File: src/rtl/uart_frame_rx.sv
// Command-frame deframer behind the UART RX FIFO: SOF / LEN / payload / XOR-CHK.
// Good frames are held for the host until acked; malformed frames are dropped and counted.
module uart_frame_rx #(
    parameter int unsigned MAX_PAYLOAD    = 16,
    parameter logic [7:0]  SOF_BYTE       = 8'hA5,
    parameter int unsigned TIMEOUT_CYCLES = 100000,
    localparam int unsigned AW = (MAX_PAYLOAD > 1) ? $clog2(MAX_PAYLOAD) : 1
) (
    input  logic          clk,
    input  logic          rst_n,
    input  logic [7:0]    byte_in,
    input  logic          pending_in,
    input  logic          parity_err_in,
    output logic          req_data,
    output logic          frame_valid,
    output logic [7:0]    frame_len,
    input  logic          frame_ack,
    input  logic [AW-1:0] rd_addr,
    output logic [7:0]    rd_data,
    output logic          chk_error,
    output logic          len_error,
    output logic          parity_error,
    output logic          timeout_error,
    output logic [15:0]   frame_cnt,
    output logic [7:0]    err_cnt
);

    localparam logic [2:0] S_IDLE    = 3'd0;
    localparam logic [2:0] S_LEN     = 3'd1;
    localparam logic [2:0] S_PAYLOAD = 3'd2;
    localparam logic [2:0] S_CHK     = 3'd3;
    localparam logic [2:0] S_HOLD    = 3'd4;

    localparam int unsigned   TW       = $clog2(TIMEOUT_CYCLES + 1);
    localparam logic [TW-1:0] TMO_LAST = TW'(TIMEOUT_CYCLES - 1);
    localparam logic [8:0]    MAX_LEN  = 9'(MAX_PAYLOAD);

    logic [2:0]    state_q, state_d;
    logic          pop_gap_q;
    logic [7:0]    len_q, len_d;
    logic [7:0]    idx_q, idx_d;
    logic [7:0]    acc_q, acc_d;
    logic          bad_par_q, bad_par_d;
    logic [TW-1:0] tmo_q, tmo_d;
    logic          chk_err_q, chk_err_d;
    logic          len_err_q, len_err_d;
    logic          par_err_q, par_err_d;
    logic          tmo_err_q, tmo_err_d;
    logic [15:0]   frame_cnt_q, frame_cnt_d;
    logic [7:0]    err_cnt_q;
    logic          any_err;
    logic          pop;
    logic          in_frame;
    logic          buf_we;
    logic [7:0]    buf_q [MAX_PAYLOAD];

    assign in_frame = (state_q == S_LEN) || (state_q == S_PAYLOAD) || (state_q == S_CHK);
    assign pop      = pending_in && !pop_gap_q && (state_q != S_HOLD);
    assign any_err  = chk_err_d || len_err_d || par_err_d || tmo_err_d;

    always_comb begin
        state_d     = state_q;
        len_d       = len_q;
        idx_d       = idx_q;
        acc_d       = acc_q;
        bad_par_d   = bad_par_q;
        tmo_d       = '0;
        chk_err_d   = 1'b0;
        len_err_d   = 1'b0;
        par_err_d   = 1'b0;
        tmo_err_d   = 1'b0;
        frame_cnt_d = frame_cnt_q;
        buf_we      = 1'b0;

        if (in_frame) begin
            tmo_d = pop ? '0 : tmo_q + 1'b1;
            if (pop && parity_err_in) begin
                bad_par_d = 1'b1;
            end
        end

        case (state_q)
            S_IDLE: begin
                if (pop && (byte_in == SOF_BYTE)) begin
                    state_d   = S_LEN;
                    acc_d     = '0;
                    bad_par_d = 1'b0;
                    idx_d     = '0;
                end
            end
            S_LEN: begin
                if (pop) begin
                    if ((byte_in == 8'd0) || ({1'b0, byte_in} > MAX_LEN)) begin
                        len_err_d = 1'b1;
                        state_d   = S_IDLE;
                    end else begin
                        len_d   = byte_in;
                        acc_d   = byte_in;
                        state_d = S_PAYLOAD;
                    end
                end
            end
            S_PAYLOAD: begin
                if (pop) begin
                    buf_we = 1'b1;
                    acc_d  = acc_q ^ byte_in;
                    idx_d  = idx_q + 8'd1;
                    if (idx_q == (len_q - 8'd1)) begin
                        state_d = S_CHK;
                    end
                end
            end
            S_CHK: begin
                if (pop) begin
                    // The CHK byte's own parity flag counts as part of the frame.
                    if (bad_par_q || parity_err_in) begin
                        par_err_d = 1'b1;
                        state_d   = S_IDLE;
                    end else if (byte_in != acc_q) begin
                        chk_err_d = 1'b1;
                        state_d   = S_IDLE;
                    end else begin
                        frame_cnt_d = frame_cnt_q + 16'd1;
                        state_d     = S_HOLD;
                    end
                end
            end
            S_HOLD: begin
                if (frame_ack) begin
                    state_d = S_IDLE;
                end
            end
            default: state_d = S_IDLE;
        endcase

        if (in_frame && !pop && (tmo_q == TMO_LAST)) begin
            tmo_err_d = 1'b1;
            state_d   = S_IDLE;
        end
    end

    // pop_gap resets high so req_data stays low while reset is asserted.
    always_ff @(posedge clk or negedge rst_n) begin
        if (!rst_n) begin
            state_q     <= S_IDLE;
            pop_gap_q   <= 1'b1;
            len_q       <= '0;
            idx_q       <= '0;
            acc_q       <= '0;
            bad_par_q   <= 1'b0;
            tmo_q       <= '0;
            chk_err_q   <= 1'b0;
            len_err_q   <= 1'b0;
            par_err_q   <= 1'b0;
            tmo_err_q   <= 1'b0;
            frame_cnt_q <= '0;
            err_cnt_q   <= '0;
        end else begin
            state_q     <= state_d;
            pop_gap_q   <= pop;
            len_q       <= len_d;
            idx_q       <= idx_d;
            acc_q       <= acc_d;
            bad_par_q   <= bad_par_d;
            tmo_q       <= tmo_d;
            chk_err_q   <= chk_err_d;
            len_err_q   <= len_err_d;
            par_err_q   <= par_err_d;
            tmo_err_q   <= tmo_err_d;
            frame_cnt_q <= frame_cnt_d;
            if (any_err && (err_cnt_q != 8'hFF)) begin
                err_cnt_q <= err_cnt_q + 8'd1;
            end
        end
    end

    always_ff @(posedge clk) begin
        if (buf_we) begin
            buf_q[idx_q[AW-1:0]] <= byte_in;
        end
    end

    assign req_data      = pop;
    assign frame_valid   = (state_q == S_HOLD);
    assign frame_len     = len_q;
    assign rd_data       = (32'(rd_addr) < MAX_PAYLOAD) ? buf_q[rd_addr] : '0;
    assign chk_error     = chk_err_q;
    assign len_error     = len_err_q;
    assign parity_error  = par_err_q;
    assign timeout_error = tmo_err_q;
    assign frame_cnt     = frame_cnt_q;
    assign err_cnt       = err_cnt_q;

endmodule

File: config.mk
export PLATFORM = sky130hd
export DESIGN_NAME = uart_frame_rx
export DESIGN_NICKNAME = d
export VERILOG_FILES = /design/src/rtl/uart_frame_rx.sv
export SDC_FILE = /design/constraint.sdc
export NUM_CORES = 1
export LEC_CHECK = 0
export ABC_CLOCK_PERIOD_IN_PS = 6800
export BUFFER_PORTS_ARGS = -buffer_cell sky130_fd_sc_hd__buf_2
export CAP_MARGIN = 25
export CORE_ASPECT_RATIO = 1.4
export CORE_MARGIN = 2
export CORE_UTILIZATION = 65
export CTS_CLUSTER_DIAMETER = 150
export DETAILED_ROUTE_END_ITERATION = 6
export GPL_TIMING_DRIVEN = 0
export PLACE_DENSITY = 0.85
export SYNTH_ARGS = -nofsm -noshare
export SYNTH_HDL_FRONTEND = slang
export SYNTH_SLANG_ARGS = --single-unit
File: constraint.sdc
create_clock -name clk -period 6.8 [get_ports clk]
set_input_delay 0.34 -clock clk [delete_from_list [all_inputs] [get_ports clk]]
set_output_delay 0.34 -clock clk [all_outputs]
set_load 0.01 [all_outputs]
* Word level (Yosys, flattened, before mapping)
Memory sizes are Yosys's and may differ from the RTL's. Index checks and enable logic that the tools add are counted.
Storage, ports and cells: flip-flop bits (word level) 74, latch bits 0, RAM bits 128, memory bits (read-only) 0, output and inout port bits 46, word-level logic and storage cells 108, memories kept 1
Cells by class: add/sub/neg operators 5, multipliers 0, divide/modulo/power cells 0, $lt $le $gt $ge 1, eq/ne operators 20, shift-type cells 0, multiplexer cells 39, bitwise gates (word level) 4, reduce and logical (&&, ||, !) cells 25
Memory list:
- buf_q | depth 16, width 8, read ports 1, clocked after Yosys merged registers in 0, write ports 1, line 55 | logic [7:0] buf_q [MAX_PAYLOAD];
Operators by type and width (count):
- 8-bit two-way mux | 5
- 17-bit two-way mux | 2
- 3-bit two-way mux | 9
- 8-bit one-hot mux with 3 select lines | 1
- 1-bit two-way mux | 19
- 17-bit by 1-bit adder with 17-bit output (second input constant) | 1
- 17-bit equality test (second input constant) | 1
- 16-bit by 1-bit adder with 16-bit output (second input constant) | 1
- 8-bit by 1-bit adder with 8-bit output (second input constant) | 2
- 8-bit one-hot mux with 2 select lines | 1
- 3-bit one-hot mux with 5 select lines | 1
- 3-bit by 2-bit != test with 1-bit output (second input constant) | 3
- 8-bit equality test | 1
- 8-bit equality test (second input constant) | 1
- 8-bit by 5-bit greater-than comparator with 1-bit output (second input constant) | 1
- 8-bit logical NOT | 1
- 2-bit != test (second input constant) | 4
- 8-bit != test | 1
- 8-bit != test (second input constant) | 1
- 8-bit by 1-bit subtractor with 8-bit output (second input constant) | 1
- 8-bit XOR | 1
- 1-bit logical AND | 7
- 1-bit logical OR | 7
- 3-bit by 2-bit equality test with 1-bit output (second input constant) | 2
- 14 further kinds | 20

* Longest topological paths before layout
depth after elaboration 9, depth in mapped cells 8, mapped depth without buffers 7

* Worst setup path after synthesis
Ideal clock, no wire load.
path kind flip-flop to flip-flop, start register state_q[2], end memory buf_q[3][0], enable pin, arrival 1.860 ns, required time 6.417 ns, slack 4.556 ns, stages on the path, launching flop included 6, buffers on the path 1, clock period less this slack 2.244 ns, cells stage by stage dfrtp_1 -> nand4bb_1 -> buf_2 -> nor2_1 -> nand2_1 -> nor3_1
Between the ends: word-level cells in the longest chain between the ends 6, elaborated cells between the ends (all ways) 7, classes of those cells 2 x eq/ne; 4 x mux; 1 x reduce/logical
RTL lines:
- start, declared | line 38 | logic [2:0] state_q, state_d;
- start signal, assigned | line 159 | state_q <= state_d;
- 3-bit != test | line 58 | assign pop = pending_in && !pop_gap_q && (state_q != S_HOLD);
- 1-bit logical AND | line 58
- 1-bit two-way mux | line 104 | if (pop) begin
- 1-bit two-way mux (*) | line 82 | case (state_q)
- 1-bit two-way mux (*) | line 178 | if (buf_we) begin
- 1-bit two-way mux (implied by the code) (*) | line 179 | buf_q[idx_q[AW-1:0]] <= byte_in;
- end, declared | line 55
Every way passes the cells marked *; elsewhere a longest branch is shown, timed or not.

* Worst setup path in the final report
start register state_q[2], end memory buf_q[1][3], enable pin
The elaborated chain is that of the path after synthesis.

==> impl_metrics.py <==
metrics = {
    "floorplan": {
        "initial_utilization": 0.661,
        "die_y_um": 142,
        "dieWidth_um": 102,
        "num_io_pins": 63,
        "placement_rows": 50,
        "overall_die_area_um2": 14500,
        "floorplan.core_area_um2": 13300,
    },
    "pwr": {
        "power.net_switching_uw": 775,
        "power-per-cell-area_nw_per_um2": 299,
        "internal-power_mw": 2.21,
        "seqPwrFrac": 0.501,
        "vdd_drop_max_v": 0.000253,
        "post-layout-total-power_mw": 2.98,
        "power.static_leakage_nw": 3.73,
        "pwr-share-comb": 0.146,
        "clkPwrFrac": 0.353,
        "power.switching_fraction": 0.260,
    },
    "layout": {
        "fillCellCount": 806,
        "post_route_cells_drive_above_1_share": 0.239,
        "n_antenna_cell": 0,
        "flow.area_growth_from_synthesis_pct": 13.3,
        "layout.core_utilization": 0.749,
        "nNetsFinal": 687,
    },
    "timing": {
        "fin_setup_tns_ns": 0,
        "setup_viol": 0,
        "worst_slew_pin_tran_ns": 0.919,
        "whs_ns": -0.0107,
        "hold_viol": 9,
        "maxClockFrequency_mhz": 358,
        "slew_viol_final": 0,
        "layout_min_cycle_time_ns": 2.79,
        "fin_crit_sh": 0.410,
        "grt_setup_unrepaired": "no",
        "max_clock_skew_ns": 0.0273,
        "slew_headroom": 0.387,
    },
    "logic_synthesis": {
        "synth-main-ff-cell": "edfxtp_1",
        "synth.distinct_cells": 59,
        "postSynthAreaPerCell_um2": 15.3,
        "number_of_flops_mapped_to_enable_cells_by_yosys": 128,
        "synth_cells": 577,
        "async_flop_share": 0.366,
        "mappedNetlistArea_um2": 8810,
        "seq_area_frac_synth": 0.647,
        "ff_latch_count_synth": 202,
        "ys.warnings.count": 0,
        "synth_nets": 602,
    },
    "outcome": {
        "failed_checks": "hold timing",
        "result_of_the_run": "finished, violations left",
    },
    "run": {
        "cap_violations": 0,
    },
    "routing": {
        "route.detailed.drc": 0,
        "antenna_left": 0,
        "vias_per_cell": 6.19,
        "detail_route.iter0.violations": 321,
        "aggregate_routed_wire_length_um": 19200,
        "wl_per_cell_um": 22.4,
        "routed-via-count": 5306,
        "drtPass1Iterations": 4,
    },
    "clock_tree": {
        "clock_sinks": 202,
        "clockBufferDepth": 3,
        "htree_num_levels": 1,
        "cts-buffers-inserted": 19,
        "clkLatencyLatePin_ns": 0.50,
        "path_clk_slew_ns": 0.06,
        "clock-root-buffer": "clkbuf_16",
        "cts_setup_buffers": 0,
        "cts_hold_buffers": 0,
        "tritoncts": "built",
        "postCtsResizedCells": 0,
    },
    "global_routing": {
        "first_global_vias": 5551,
        "grt_overflow_total": 0,
        "grt_pass1_wl_um": 30000,
        "antenna_found_initial": 0,
        "global_route.usage.total": 0.279,
        "grt_start_max_net_pins": 75,
    },
    "worst_setup_path": {
        "arrival_ns": 2.96,
        "critical_path_class": "reg2reg",
        "worst-path-max-fanout": 9,
        "crit_path_end_kind": "flop",
        "cp_slowest_stage_delay_ns": 0.56,
        "cp_slowest_cell": "nor3_1",
        "r2r_start": "state_q[2]",
        "critPathBufInv": 2,
        "timing.critical_path.max_delay_family": "simple AND/OR/NAND/NOR gates",
        "path_cells": "nand4bb_1 > buf_2 > nor2_1 > nand2_1 > nor3_1 > buf_2",
        "startpoint_type": "flop",
        "reg2reg_depth": 6,
        "critical_path.reg2reg.endpoint": "buf_q[1][3]",
        "cp_common_cell": "buf_2",
        "worst-r2r-setup-slack_ns": 4.01,
        "worst-endpoint-required_ns": 6.97,
    },
    "min_path": {
        "hold_path.class": "in2async",
    },
    "place": {
        "gp_congestion": 0.894,
        "place_hpwl_um": 12600,
        "io_buffers": 59,
    },
}
[logic make-up (layout without fill, tap and decap cells)]
family                   after synthesis  in the layout  synth area share
flip-flops                           202            202             0.647
AND/OR/NAND/NOR                      164            164             0.104
AO/OA/AOI/OAI                         66             66            0.0540
XOR/XNOR                              56             56            0.0557
multiplexers                          46             46             0.110
buffers and inverters                 35            133            0.0179
adder cells (fa/ha/maj)                8              8            0.0114
[sequential cells by signal (all words and copies together), names as in the netlist]
| name | count |
|---|---|
| idx_q | 8 |
| timeout_error | 1 |
| tmo_q | 17 |
| chk_error | 1 |
| frame_len | 8 |
| acc_q | 8 |
| state_q | 3 |
| err_cnt | 8 |
| parity_error | 1 |
| frame_cnt | 16 |
| len_error | 1 |
| pop_gap_q | 1 |
| buf_q | 128 |
| bad_par_q | 1 |
[metal layers]
layer	vias up	global-route usage	routed length [um]
li1	2370	-	-
met1	2668	0.328	6740
met2	223	0.517	10900
met3	45	0.0340	988
met4	0	0.101	600
met5	-	0	0
[through the flow]
stage	setup slack (ns)	area, um2	instances
floorplan	4.56	8810	577
global placement	3.85	9330	818
detailed placement	4.13	9360	823
CTS	4.06	9970	857
global route	3.85	9970	857
finish	4.01	9970	857
[cell usage after synthesis (all sizes together), types with 3 or more instances]
| library cell | count | area (um2) |
|---|---|---|
| o211ai | 4 | 30.0 |
| nand3 | 21 | 105 |
| or2 | 4 | 25.0 |
| and3 | 7 | 43.8 |
| o21ai | 30 | 150 |
| and2 | 4 | 25.0 |
| xnor2 | 47 | 412 |
| xor2 | 9 | 78.8 |
| a21oi | 10 | 50.1 |
| clkbuf | 9 | 33.8 |
| mux4 | 40 | 901 |
| buf | 13 | 75.1 |
| nor3 | 11 | 55.1 |
| nor2 | 47 | 176 |
| nand2 | 21 | 78.8 |
| inv | 13 | 48.8 |
| edfxtp | 128 | 3840 |
| nor4b | 3 | 32.5 |
| mux2 | 5 | 56.3 |
| nor2b | 5 | 31.3 |
| and4 | 3 | 26.3 |
| a32o | 8 | 80.1 |
| nand2b | 4 | 25.0 |
| ha | 8 | 100 |
| or3 | 7 | 43.8 |
| dfrtp | 73 | 1830 |
| nor4 | 7 | 88.8 |
| nand4 | 10 | 62.6 |
[layout make-up]
| cell class | instances | area [um2] | area share |
|---|---|---|---|
| clock inverters | 9 | 108 | 0.0108 |
| plain buffers | 22 | 109 | 0.0109 |
| repair buffers | 64 | 325 | 0.0326 |
| flip-flops and latches | 202 | 5700 | 0.571 |
| multi-input cells | 340 | 2950 | 0.296 |
| clock buffers | 25 | 508 | 0.0509 |
| inverters | 13 | 48.8 | 0.00489 |
| well taps | 182 | 228 | 0.0228 |
[how the worst max path moves through the flow]
stage                    start          end  slack (ns)  cells after the start
floorplan           state_q[2]  buf_q[3][0]        4.56                      5
global placement    state_q[2]  buf_q[3][6]        3.85                      5
detailed placement  state_q[2]  buf_q[0][6]        4.13                      6
CTS                 state_q[2]  buf_q[1][0]        4.06                      6
global route        state_q[2]  buf_q[3][3]        3.85                      6
finish              state_q[2]  buf_q[1][3]        4.01                      6
[worst reg2reg max path: stages, from the launching register on]
cell and delay [ns]:
dfrtp_1 0.45, nand4bb_1 0.21, buf_2 0.19, nor2_1 0.47
nand2_1 0.26, nor3_1 0.57, buf_2 0.34
[power by group through the flow]
stage | Sequential, mW | Clock (mW) | Combinational [mW]
final | 1.49 | 1.05 | 0.436
after CTS | 1.49 | 1.06 | 0.435
after detailed placement | 1.52 | 0 | 0.427
after global routing | 1.51 | 1.11 | 0.472
after global placement | 1.51 | 0 | 0.401
after floorplan | 1.50 | 0 | 0.301
[cells in the final DEF (no fill, tap or decap), types with 13 or more instances in the layout]
cell,synthesis,final
edfxtp_1,128,128
buf_2,6,68
mux4_2,40,40
nand2_1,21,21
nand3_1,21,21
o21ai_0,27,27
nor2_1,47,47
clkbuf_1,9,14
clkbuf_16,0,19
inv_1,13,13
dfrtp_1,73,73
xnor2_1,47,47
Note: power is estimated with default switching activity, not from simulation.
